### config.mk
export PLATFORM = sky130hd
export DESIGN_NAME = mod_det_seq_ctrl
export DESIGN_NICKNAME = d
export VERILOG_FILES = /design/src/rtl/mod_det_seq_ctrl.sv
export SDC_FILE = /design/constraint.sdc
export NUM_CORES = 1
export LEC_CHECK = 0
export ABC_AREA = 0
export BUFFER_PORTS_ARGS = -buffer_cell sky130_fd_sc_hd__clkbuf_2
export CAP_MARGIN = 20
export CORE_ASPECT_RATIO = 1.2
export CORE_MARGIN = 5
export CORE_UTILIZATION = 35
export DETAILED_ROUTE_END_ITERATION = 16
export SETUP_SLACK_MARGIN = 0.02
export SLEW_MARGIN = 20
export SYNTH_ARGS = -nofsm -noshare
export SYNTH_HDL_FRONTEND = slang
export SYNTH_SLANG_ARGS = --single-unit
### constraint.sdc
create_clock -name clk -period 5.15 [get_ports clk]
set_input_delay 0.2575 -clock clk [delete_from_list [all_inputs] [get_ports clk]]
set_output_delay 0.2575 -clock clk [all_outputs]
set_load 0.03 [all_outputs]
### src/rtl/mod_det_seq_ctrl.sv
// rtl/mod_det_seq_ctrl.sv - 4x4 determinant initiator: serial element load, start/done handshake, result stream
// Optional feature macro: MOD_DET_TIMEOUT_EN (bounded wait for det_done, error result on expiry)
module mod_det_seq_ctrl #(
    parameter int DATA_W = 8,
    parameter int RES_W  = 16
`ifdef MOD_DET_TIMEOUT_EN
    ,
    parameter int TIMEOUT_CYCLES = 64
`endif
) (
    input  logic                 clk,
    input  logic                 rst_n,
    input  logic                 in_valid,
    output logic                 in_ready,
    input  logic [DATA_W-1:0]    in_data,
    input  logic                 in_last,
    output logic [16*DATA_W-1:0] mat_flat,
    output logic                 det_start,
    input  logic                 det_done,
    input  logic [RES_W-1:0]     det_result,
    output logic                 res_valid,
    input  logic                 res_ready,
    output logic [RES_W-1:0]     res_data,
    output logic                 err
);

    typedef enum logic [1:0] {
        LOAD  = 2'd0,
        START = 2'd1,
        WAIT  = 2'd2,
        RESP  = 2'd3
    } state_t;

    state_t              state;
    state_t              next_state;
    logic [3:0]          idx;
    logic [DATA_W-1:0]   load_buf [16];
    logic                accept;
    logic                last_slot;
    logic                frame_err;
    logic                frame_done;
    logic                timeout_hit;

    assign accept     = in_valid && in_ready;
    assign last_slot  = (idx == 4'd15);
    assign frame_err  = accept && (in_last != last_slot);
    assign frame_done = accept && in_last && last_slot;

`ifdef MOD_DET_TIMEOUT_EN
    localparam int TW = $clog2(TIMEOUT_CYCLES + 1);

    logic [TW-1:0] wait_cnt;

    always_ff @(posedge clk or negedge rst_n) begin
        if (!rst_n) begin
            wait_cnt <= '0;
        end else if (state == WAIT) begin
            wait_cnt <= wait_cnt + 1'b1;
        end else begin
            wait_cnt <= '0;
        end
    end

    // A det_done arriving on the expiry cycle takes priority over the timeout.
    assign timeout_hit = (state == WAIT) && !det_done && (wait_cnt == TW'(TIMEOUT_CYCLES - 1));
`else
    assign timeout_hit = 1'b0;
`endif

    always_ff @(posedge clk or negedge rst_n) begin
        if (!rst_n) begin
            state <= LOAD;
        end else begin
            state <= next_state;
        end
    end

    always_comb begin
        next_state = state;
        in_ready   = 1'b0;
        det_start  = 1'b0;
        res_valid  = 1'b0;
        case (state)
            LOAD: begin
                in_ready = 1'b1;
                if (frame_done) begin
                    next_state = START;
                end
            end
            START: begin
                det_start  = 1'b1;
                next_state = WAIT;
            end
            WAIT: begin
                if (det_done || timeout_hit) begin
                    next_state = RESP;
                end
            end
            RESP: begin
                res_valid = 1'b1;
                if (res_ready) begin
                    next_state = LOAD;
                end
            end
            default: next_state = LOAD;
        endcase
    end

    // Slots 0..14 are staged; the 16th element goes straight into mat_flat so the
    // core sees a whole matrix only once framing has been confirmed.
    always_ff @(posedge clk) begin
        if (accept && !last_slot) begin
            load_buf[idx] <= in_data;
        end
    end

    always_ff @(posedge clk or negedge rst_n) begin
        if (!rst_n) begin
            idx      <= 4'd0;
            err      <= 1'b0;
            res_data <= '0;
            mat_flat <= '0;
        end else begin
            if (accept) begin
                if (frame_err) begin
                    idx <= 4'd0;
                    err <= 1'b1;
                end else begin
                    idx <= idx + 4'd1;
                end
            end else if (state == RESP && res_ready) begin
                idx <= 4'd0;
            end

            if (frame_done) begin
                for (int i = 0; i < 15; i++) begin
                    mat_flat[i*DATA_W +: DATA_W] <= load_buf[i];
                end
                mat_flat[15*DATA_W +: DATA_W] <= in_data;
            end

            if (state == WAIT) begin
                if (det_done) begin
                    res_data <= det_result;
                end else if (timeout_hit) begin
                    res_data <= {1'b1, {(RES_W-1){1'b0}}};
                    err      <= 1'b1;
                end
            end
        end
    end

endmodule

# [Yosys cells after proc, flatten, opt, wreduce, memory -nomap -nowiden]
# Memories as Yosys holds them, arrays and structs flattened. A register that Yosys moved wholly into a read port is not among the register bits.
# Index checks and enable logic that the tools add are counted.
[word_totals] regBits=151 ramBits=128 input_bits=30 out_inout_bits=148 elab_cells=54 mem_count=1
[memory_table] memory="load_buf" words=16 width=8 read_ports=15 rd_clocked_by_memory_dff=15 write_ports=1 line_no="37" source="logic [DATA_W-1:0] load_buf [16];"
[classes] n_addsub=1 n_eq_ne=8 mux=12 reduce_logical=27
[op_table] operator="$logic_not 1->1" count=16
[op_table] operator="$mux 4" count=3
[op_table] operator="$pmux 2 s4" count=1
[op_table] operator="$logic_and 1x1->1" count=6
[op_table] operator="$mux 2" count=3
[op_table] operator="$ne 2x2->1 const B" count=3
[op_table] operator="$mux 1" count=5
[op_table] operator="$add 4x1->4 const B" count=1
[op_table] operator="$eq 2x2->1 const B" count=2
[op_table] operator="$eq 4x4->1 const B" count=1
[op_table] operator="$reduce_and 2->1" count=2
[op_table] operator="$reduce_and 3->1" count=1
[op_table] operator="$eq 2x1->1 const B" count=1
[op_table] operator="$logic_not 2->1" count=1
[op_table] operator="$reduce_bool 2->1" count=1
[op_table] operator="$ne 1x1->1" count=1

# [Logic depth before layout (Yosys ltp)]
# Gate-level depths: netlist of the first run.
[logic_depth] ltp_word=7 depth_mapped=7

# [Worst setup path before layout of the first run]
# Ideal clock, no wire load.
[synth_timing] path_kind="register -> register" from="reg state[0]" to="mem load_buf[12][0] (enable)" setup_ns=0.383 arrival_time_ns=2.079 t_required_ns=4.767 setup_slack_ns=2.688 stages_incl_launch_ff=7 n_path_buf=1 synth_period_minus_slack_ns=2.462 cell_sequence="dfrtp_1 -> inv_1 -> ha_1 -> and2_1 -> clkbuf_1 -> nand2_1 -> nor3_1"
[synth_via] elab_chain_cells=6
[synth_rtl] element="start: declaration" line_no="34" source="state_t state;"
[synth_rtl] element="start signal: assignment" line_no="74" source="state <= next_state;"
[synth_rtl] element="$logic_not 2->1" line_no="83" source="case (state)"
[synth_rtl] element="$mux 1" line_no="83"
[synth_rtl] element="via in_ready" line_no="14" source="output logic in_ready,"
[synth_rtl] element="$logic_and 1x1->1" line_no="44" source="assign accept = in_valid && in_ready;"
[synth_rtl] element="$logic_and 1x1->1" line_no="112" source="if (accept && !last_slot) begin"
[synth_rtl] element="$mux 1" line_no="112"
[synth_rtl] element="$mux 1 (implied by the code)" line_no="113" source="load_buf[idx] <= in_data;"
[synth_rtl] element="end: declaration" line_no="37"
# The timed path passes the listed nets, and every way through them passes these cells.

# [Worst setup path in the final report of the first run]
[layout_timing] from="reg state[0]" to="reg mat_flat[4], read port of load_buf"
[layout_via] elab_chain_cells=5
[layout_rtl] element="$logic_not 2->1" line_no="83"
[layout_rtl] element="$mux 1" line_no="83"
[layout_rtl] element="$logic_and 1x1->1" line_no="44"
[layout_rtl] element="$logic_and 1x1->1 (2 in series)" line_no="47" source="assign frame_done = accept && in_last && last_slot;"
[layout_rtl] element="end: declaration" line_no="17" source="output logic [16*DATA_W-1:0] mat_flat,"
# No other way between the ends.
# A chain may end at the register's enable or synchronous reset.

==> results of run 1 <==
[cells by family (layout without fill, tap and decap cells)]
kind of cell             count (synthesis)  count (layout)
buffers and inverters                   25             260
adder cells (fa/ha/maj)                  8               8
AO/OA/AOI/OAI                            9               9
multiplexers                           145             145
XOR/XNOR                                 1               1
flip-flops                             271             271
AND/OR/NAND/NOR                         35              35
[where the power goes]
group	total [mW]	internal, mW	leakage, nW	switching [mW]
registers	2.43	2.37	3.15	0.0599
clock network	2.05	1.23	0.468	0.816
logic	0.545	0.186	2.35	0.359
[metal layers]
metal / global-route usage / part of all wire / vias up
li1: - / - / 2230
met1: 0.169 / 0.41 / 2554
met5: 0 / 0 / -
met3: 0.0367 / 0.070 / 27
met2: 0.233 / 0.50 / 151
met4: 0.0348 / 0.019 / 0
[layout by cell type, fill, tap and decap left out, types with 2 or more instances in the layout]
master           n
dlygate4sd3_1   18
dfrtp_1        151
mux2_4         120
clkbuf_16       28
nor3_1           5
ha_1             8
o21ai_0          2
nand2_1         10
inv_1            7
clkinv_1         2
bufinv_16        4
clkinv_2         7
clkbuf_2       176
clkbuf_1         5
nand3_1          3
edfxtp_1       120
clkbuf_8         2
nor3_2           3
nor2_1           9
mux2_2          25
buf_4            4
[how the worst min path moves through the flow]
| stage | cells after the start | endpoint | startpoint |
|---|---|---|---|
| floorplan | 0 | err | rst_n |
| finish | 3 | err | in_valid |
| global placement | 1 | mat_flat[10] | rst_n |
| detailed placement | 1 | mat_flat[11] | rst_n |
| CTS | 3 | err | in_valid |
| global route | 3 | err | in_valid |
[state kept, by name, summed over array words and instances (netlist names)]
name and count:
mat_flat 128, load_buf 120, res_data 16, idx 4, state 2, err 1
[through the flow]
stage                     hold slack, ns  cells   util  total power, mW
after floorplan                  -0.0381    494      -             2.81
after global placement             0.384   1037  0.401             2.98
after detailed placement           0.402   1038  0.401             3.01
after CTS                        0.00363   1108  0.442             5.09
after global routing              0.0458   1108  0.442             5.23
final                             0.0372   1108  0.442             5.03
[critical path: stages, from the launching register on]
cell and delay (ns):
dfrtp_1 0.40, inv_1 0.09, ha_1 0.27, nand2_1 0.13, or3_4 0.59, buf_12 0.57
mux2_2 0.41
[cell type report]
class	count	area, um^2	area share
Sequential cell	271	7380	0.595
Multi-Input combinational cell	198	2440	0.197
Timing Repair Buffer	201	1130	0.0909
Clock buffer	35	747	0.0602
Tap cell	379	474	0.0382
Clock inverter	17	204	0.0164
Inverter	7	26.3	0.00212
==> results.md, run 1 <==
- Area delta synth->final: 23.9%
- Row cnt: 67
- Core area: 28,100 um^2
- Post-Route WL: 21,900 um
- Worst r2r path cells: 6
- Post-Synth Adder-Cell Area: 0.0100
- Period utilisation layout: 0.527
- Mapped Avg Cell Area: 20.3 um^2
- Post-CTS Setup Bufs: 0
- WL per Instance: 19.8 um
- Synthesized cell area: 10,000 um^2
- CTS Sinks: 271
- Clock root buffer master: clkbuf_16
- FMAX: 368 MHz
- Post-synth EDFFs: 120
- Max-slew violations: 0
- Kind of critical path: reg2reg
- Fin. Hold Viols: 0
- Via/cell ratio: 4.48
- Setup TNS: 0 ns
- Post-CTS Hold Fix Bufs: 18
- DRT antenna net count: 0
- WP data arrival: 3.14 ns
- Resized cells post-CTS: 0
- DP Wirelength: 14,000 um
- Crit path from: state[0]
- Initial Util: 0.357
- Xor/xnor cell area share of the yosys netlist: 0.000875
- VDD IR max: 0.337 mV
- Clk slew on worst S/H paths: 0.06 ns
- FFs w/ async S/R, synth: 0.557
- GPL Wtd Cong: 0.757
- Clock skew: 0.0193 ns
- I/O Pins: 178
- Drt drc: 0
- Library cells used by synthesis: 27
- CTS tree: yes
- Placed Area: 11,300 um^2
- Nets: 745
- First-pass GRT wire length: 33,400 um
- Prevailing post-synth register cell: dfrtp_1
- Synth Area in Simple Gates: 0.0166
- Pwr Density: 405 nW/um^2
- Area contributors post-synth: dfrtp_1 (38%), edfxtp_1 (36%), mux2_4 (18%)
- Vias: 4,962
- Worst setup EP type: flop
- Slew headroom: 0.368
- First-pass DRT Iterations: 4
- Worst Setup EP: mat_flat[4]
- Most frequent cell after synthesis: dfrtp_1
- Fillcell total: 2,427
- Worst setup margin: 2.44 ns
- Initial antenna violation count: 0
- Top-area cell type share of the netlist area: 0.377
- Flop2flop setup slack: 2.44 ns
- Syn_nets: 532
- Largest area contributor in the netlist: dfrtp_1
- Vias in the first global route: 5,458
- Largest net degree at the start of global routing: 95
- Skew-Pair Late Insertion Delay: 0.53 ns
- TritonCTS buffer count: 28
- Synth top cells by count: dfrtp_1 (151), edfxtp_1 (120), mux2_4 (120)
- Post-route design area: 12,400 um^2
- Worst Hold Class: in2reg
- CTS HTree Levels: 1
- Min Tclk post-route: 2.71 ns
- Post-Synthesis Cells: 494
- Total global-route track usage: 0.135
- Setup Viol. Count Final: 0
- DRT iter0 DRCs: 285
- Die area: 32,100 um^2
- Leak: 5.96 nW
- RSZ-0062 raised after global routing: false
- Startpoint Class: flop
- Post-synthesis mux area share: 0.208
- Fraction of the mapped netlist area in compound gates: 0.00712
- Share of post-route cells with drive strength above 1: 0.520
- Die width: 164 um
- RR Startpoint: state[0]
- Seq cells post-synth: 271
- Max-cap violations: 0
- IO Port Bufs: 177
- Critical Path RT: 5.57 ns
- Die Ht: 195 um
- Main combinational cell family by area after synthesis: multiplexers
- Pin slew with the least headroom to its limit: 0.945 ns
- Worst r2r dst: mat_flat[4]
- Sequential area share after synthesis: 0.737
- Status: completed
- Clock buffer depth: 3
- Synth warn: 0
- DP Worst Slack: 2.43 ns
- Crit path max fanout: 94
- Grt ovf: 0
- Antenna diode count: 0
No activity file was read; power rests on OpenSTA's default activity.
==> run 2: changes to the inputs <==
Settings changed: ABC_AREA 0 to 1.
Clock period 5.15 ns to 2.8 ns, I/O delays scaled along.
==> run 2 against run 1 <==
Sequential share of layout area up 0.83 points; wire length grew 13%; worst setup slack lost 2.1 ns; clock-buffer cell count is 2 higher; global-route usage rose by 2.0 points; clock power grew 82%; flip-flop and latch count did not move.
==> results.md, run 2 <==
- CP max-delay cell: dlygate4sd3_1
- Min Tclk post-route: 2.45 ns (-0.268 ns)
- Skew-Pair Late Insertion Delay: 0.53 ns (about the same)
- Leak: 5.93 nW (-0.55%)
- DRT iter0 DRCs: 466 (+64%)
- Commonest non-fill, non-tap cell in the layout: nand2_1
- IO Port Bufs: 177 (unchanged)
- Largest area contributor in the netlist: dfrtp_1
- Clock buffer depth: 3 (unchanged)
- WL per Instance: 17.8 um (-9.9%)
- Flop2flop setup slack: 0.35 ns (-2.08 ns)
- Initial Util: 0.357 (about the same)
- First-pass GRT wire length: 39,100 um (+17%)
- First-pass DRT Iterations: 4 (unchanged)
- Post-synth EDFFs: 120 (unchanged)
- Worst Setup EP: err
- Clock root buffer master: clkbuf_16
- Max-cap violations: 0 (unchanged)
- Vias in the first global route: 6,637 (+22%)
- Worst Hold Class: in2reg
- Antenna diode count: 0 (unchanged)
- FMAX: 409 MHz (+11%)
- CP top delay family: buffers and inverters
- Period utilisation layout: 0.874 (+0.347)
- Worst r2r dst: err
- Area delta synth->final: 22.1%
- DP Wirelength: 15,000 um (+7.0%)
- Setup TNS: 0 ns (unchanged)
- Critical Path RT: 3.20 ns (-2.37 ns)
- Synth top cells by count: nand2_1 (286), dfrtp_1 (151), nand3_1 (135)
- Startpoint Class: flop
- Reg with most FFs: mat_flat
- RSZ-0062 raised after global routing: false
- GPL Wtd Cong: 0.735 (-2.9%)
- Worst path bufs/invs: 3 (+1)
- Crit path from: idx[0]
- Post-route design area: 12,200 um^2 (-1.4%)
- Initial antenna violation count: 1 (+1)
- Synth warn: 0 (unchanged)
- Met3 Wirelength: 1640 um (+6.8%)
- Die area: 32,100 um^2 (about the same)
- Grt ovf: 0 (unchanged)
- Synthesized cell area: 10,000 um^2 (about the same)
- CTS Sinks: 271 (unchanged)
- Crit path max fanout: 129 (+37%)
- Resized cells post-CTS: 0 (unchanged)
- Fin. Hold Viols: 0 (unchanged)
- RR Startpoint: idx[0]
- Syn_nets: 839 (+58%)
- Worst setup EP type: flop
- Prevailing post-synth register cell: dfrtp_1
- Die width: 164 um (about the same)
- Post-Route WL: 24,800 um (+13%)
- Row cnt: 67 (unchanged)
- Area contributors post-synth: dfrtp_1 (38%), edfxtp_1 (36%), nand2_1 (11%)
- Status: completed
- Pin slew with the least headroom to its limit: 0.720 ns (-0.225 ns)
- Pwr Density: 764 nW/um^2 (+89%)
- FFs w/ async S/R, synth: 0.557 (unchanged)
- M1 WL: 10,500 um (+17%)
- Setup Viol. Count Final: 0 (unchanged)
- Fillcell total: 2,642 (+8.9%)
- Top Registers: mat_flat x128, load_buf x120, res_data x16
- Die Ht: 195 um (about the same)
- Total global-route track usage: 0.155 (+0.0198)
- I/O Pins: 178 (unchanged)
- CTS tree: yes
- Most frequent cell after synthesis: nand2_1
- Kind of critical path: reg2reg
- CP most frequent cell: nand2_1
- Post-CTS Hold Fix Bufs: 19 (+1)
- Nets: 1,032 (+39%)
- WP data arrival: 2.85 ns (-0.29 ns)
- VDD IR max: 0.498 mV (+48%)
- Via/cell ratio: 4.61 (+2.9%)
- Post-CTS Setup Bufs: 0 (unchanged)
- Share of post-route cells with drive strength above 1: 0.250 (-0.269)
- Hold depth: 5 (+2)
- DRT antenna net count: 0 (unchanged)
- Clock skew: 0.0127 ns (-0.00661 ns)
- TritonCTS buffer count: 27 (-3.6%)
- Largest net degree at the start of global routing: 130 (+37%)
- Commonest cells after routing, fill and taps aside: nand2_1 (286), clkbuf_2 (176), dfrtp_1 (151), nand3_1 (135), edfxtp_1 (120)
- Mapped Avg Cell Area: 12.5 um^2 (-38%)
- Slew headroom: 0.518 (+0.151)
- CTS HTree Levels: 1 (unchanged)
- Cell depth of the worst setup path: 8 (+2)
- Max-slew violations: 0 (unchanged)
- Placed Area: 11,100 um^2 (-1.4%)
- Drt drc: 0 (unchanged)
- Top-area cell type share of the netlist area: 0.377 (about the same)
- Seq cells post-synth: 271 (unchanged)
- Largest register FFs: 128 (unchanged)
- Post-Synthesis Cells: 801 (+62%)
- Routed length on met2: 12,200 um (+11%)
- DR top layer: met5
- Vias: 6,419 (+29%)
- Clk slew on worst S/H paths: 0.06 ns (about the same)
- Core area: 28,100 um^2 (unchanged)
- Sequential area share after synthesis: 0.737 (about the same)
- Worst-path cell chain: ha_1 -> inv_1 -> nor2_4 -> buf_12 -> nand2_1 -> nand2_1 -> o21bai_1 -> dlygate4sd3_1
- Library cells used by synthesis: 21 (-22%)
- Fin Hold WS: 0.0536 ns (+0.0164 ns)
- Slowest stage delay, CP: 0.55 ns (-0.04 ns)
- Worst r2r path cells: 8 (+2)
[run 2: report_power, final]
group | switching, mW | internal, mW
Sequential | 0.114 | 4.37
Clock | 1.50 | 2.24
Combinational | 0.784 | 0.341
[run 2: final cells by class]
type / instances / area (um^2) / share of cell area
flip-flops and latches: 271 / 7380 / 0.603
clock buffers: 37 / 786 / 0.0642
multi-input cells: 472 / 2170 / 0.178
repair buffers: 208 / 1220 / 0.0999
inverters: 14 / 52.6 / 0.00429
clock inverters: 12 / 144 / 0.0118
well taps: 379 / 474 / 0.0388
[run 2: worst min path at each step]
stage,startpoint,endpoint
final,det_done,state[0]
after global routing,res_ready,idx[3]
after CTS,det_done,state[1]
after detailed placement,rst_n,mat_flat[88]
after global placement,rst_n,mat_flat[88]
after floorplan,rst_n,err
[run 2: tightest hold or removal path, stage by stage]
cell	delay, ns
clkbuf_2	0.08
o21ai_0	0.07
inv_1	0.09
nand3_1	0.08
nand2_1	0.08
[run 2: kinds of logic (layout without fill, tap and decap cells)]
| family | Yosys count | in the layout | share of synthesized area |
|---|---|---|---|
| and+or+nand+nor | 444 | 444 | 0.186 |
| DFF | 271 | 271 | 0.737 |
| muxes | 16 | 16 | 0.0180 |
| adders and majority gates | 8 | 8 | 0.00999 |
| xor gates and xnor gates | 1 | 1 | 0.000875 |
| AOI/OAI and AO/OA | 3 | 3 | 0.00175 |
| buffers and inverters | 58 | 271 | 0.0460 |
[run 2: layer usage]
| layer | GRT usage | up-vias |
|---|---|---|
| met1 | 0.201 | 3158 |
| met5 | 0 | - |
| li1 | - | 3058 |
| met2 | 0.263 | 168 |
| met3 | 0.0348 | 33 |
| met4 | 0.0413 | 2 |
[run 2: per-stage QoR]
stage | utilization | power (mW) | setup WS [ns] | cells
5_1_grt | 0.436 | 9.77 | 0.149 | 1393
2_1_floorplan | - | 5.31 | 0.615 | 801
3_5_place_dp | 0.396 | 5.68 | 0.457 | 1325
4_1_cts | 0.436 | 9.49 | 0.336 | 1393
3_3_place_gp | 0.396 | 5.65 | 0.601 | 1325
6_report | 0.436 | 9.35 | 0.353 | 1393
==> run 3: changes to the inputs <==
Settings changed: CORE_MARGIN 5 to unset, REMOVE_ABC_BUFFERS set to 1, SLEW_MARGIN 20 to 30.
==> run 3 against run 2 <==
Utilization barely moved; wire length fell by 7.9%; flip-flop and latch count did not move; worst hold slack got worse by 0.022 ns; via count fell by 1.1%; fmax rose by 3.0%; worst setup slack improved by 0.070 ns; first-iteration DRC count fell by 39%; register-to-register slack improved by 0.07 ns; largest power group unchanged.
==> results.md, run 3 (same netlist as run 2, synthesis figures left out) <==
- Status: completed
- CP max-delay cell: nor2_1
- Critical Path RT: 2.96 ns (-0.24 ns)
- Worst setup EP type: flop
- Worst-path cell chain: inv_1 -> ha_1 -> nand2_1 -> inv_1 -> nand2_1 -> inv_1 -> nand2_1 -> nor2_1
- WP data arrival: 2.53 ns (-0.32 ns)
- FMAX: 421 MHz (+3.0%)
- Nets: 1,031 (-0.097%)
- Slew headroom: 0.519 (about the same)
- Die width: 156 um (-4.9%)
- Commonest cells after routing, fill and taps aside: nand2_1 (286), clkbuf_2 (176), dfrtp_1 (151), nand3_1 (135), edfxtp_1 (120)
- DRT iter0 DRCs: 286 (-39%)
- Min Tclk post-route: 2.38 ns (-0.0704 ns)
- Post-Route WL: 22,900 um (-7.9%)
- RSZ-0062 raised after global routing: false
- CTS HTree Levels: 1 (unchanged)
- Max-slew violations: 0 (unchanged)
- Final Util: 0.436 (about the same)
- Commonest non-fill, non-tap cell in the layout: nand2_1
- Resized cells post-CTS: 0 (unchanged)
- Pwr Density: 763 nW/um^2 (-0.16%)
- Row cnt: 67 (unchanged)
- Startpoint Class: flop
- IO Port Bufs: 177 (unchanged)
- Area delta synth->final: 21.7%
- DRT antenna net count: 0 (unchanged)
- Max-cap violations: 0 (unchanged)
- Via/cell ratio: 4.56 (-1.0%)
- Setup Viol. Count Final: 0 (unchanged)
- Initial antenna violation count: 0 (-1)
- Die Ht: 187 um (-4.1%)
- Clock root buffer master: clkbuf_16
- Number of instances in the placed design: 1,326 (+0.075%)
- Top Registers: mat_flat x128, load_buf x120, res_data x16
- Grt ovf: 0 (unchanged)
- First-pass GRT wire length: 36,000 um (-8.0%)
- Leak: 5.92 nW (-0.21%)
- Largest register FFs: 128 (unchanged)
- Skew-Pair Late Insertion Delay: 0.52 ns (about the same)
- Period utilisation layout: 0.849 (-0.0252)
- Fin. Hold Viols: 0 (unchanged)
- Clk slew on worst S/H paths: 0.06 ns (about the same)
- Die area: 29,300 um^2 (-8.8%)
- TritonCTS buffer count: 26 (-3.7%)
- Total global-route track usage: 0.159 (+0.00442)
- Fin Hold WS: 0.0318 ns (-0.0218 ns)
- WL per Instance: 16.4 um (-7.8%)
- DP Wirelength: 13,600 um (-8.9%)
- Crit path max fanout: 8 (-94%)
- GPL Wtd Cong: 0.723 (-1.6%)
- VDD IR max: 0.576 mV (+16%)
- Kind of critical path: reg2reg
- Worst Hold Class: in2reg
- Slowest stage delay, CP: 0.55 ns (about the same)
- Drt drc: 0 (unchanged)
- I/O Pins: 178 (unchanged)
- Post-CTS Setup Bufs: 0 (unchanged)
- Pin slew with the least headroom to its limit: 0.722 ns (+0.00219 ns)
- Share of post-route cells with drive strength above 1: 0.250 (-0.000740)
- Vias in the first global route: 6,397 (-3.6%)
- Vias: 6,349 (-1.1%)
- Reg with most FFs: mat_flat
- Finished Layout Cells: 1,392 (-0.072%)
- Antenna diode count: 0 (unchanged)
- CTS tree: yes
- Clock skew: 0.00871 ns (-0.00401 ns)
- CTS Sinks: 271 (unchanged)
- Clock buffer depth: 3 (unchanged)
- First-pass DRT Iterations: 4 (unchanged)
- Post-CTS Hold Fix Bufs: 18 (-1)
- Largest net degree at the start of global routing: 130 (unchanged)
- Initial Util: 0.358 (+0.00107)
- Core area: 28,000 um^2 (-0.30%)
run 3: metrics by stage:
step	instance area (um^2)	setup TNS [ns]	worst slack, ns	total power [mW]
floorplan	9610	-132.16	-1.18	5.26
global route	12200	0	0.238	9.68
detailed placement	11100	0	0.439	5.69
finish	12200	0	0.423	9.31
CTS	12200	0	0.430	9.42
global placement	11100	0	0.560	5.66
run 3: final cells by class:
type | count | area (um^2)
Tap cell | 379 | 474
Inverter | 14 | 52.6
Clock inverter | 16 | 210
Sequential cell | 271 | 7380
Fill cell | 2668 | 15800
Clock buffer | 32 | 694
Multi-Input combinational cell | 472 | 2170
Timing Repair Buffer | 208 | 1210
run 3: path summary, 6_finish.rpt:
kind                               from              to  slack, ns  depth (start not counted)
hold reg to reg            mat_flat[96]    mat_flat[96]       0.47                          2
min in group asynchronous         rst_n    mat_flat[22]       0.19                          2
hold / removal                 in_valid             err       0.03                          3
setup reg to reg               state[0]  load_buf[4][4]       0.42                          8
max in group asynchronous         rst_n          idx[1]       1.78                          3
setup / recovery               state[0]  load_buf[4][4]       0.42                          8
run 3: report_power, final:
part           switching (mW)  internal [mW]
Combinational           0.787          0.346
Clock                    1.46           2.22
Sequential              0.117           4.37
Total                    2.37           6.94
run 3: worst max-delay path, delay by kind of cell, from the launching register on:
| family | cells | cell delay [ns] |
|---|---|---|
| flip-flops | 1 | 0.42 |
| adder cells (fa/ha/maj) | 1 | 0.24 |
| AND/OR/NAND/NOR | 4 | 0.97 |
| buffers and inverters | 3 | 0.38 |
run 3: metal layers:
layer	up-vias	track usage	wire, um	part of all wire
li1	3061	-	-	-
met3	29	0.0297	1230	0.054
met2	168	0.272	11500	0.50
met4	0	0.0464	437	0.019
met1	3091	0.206	9750	0.43
met5	-	0	0	0
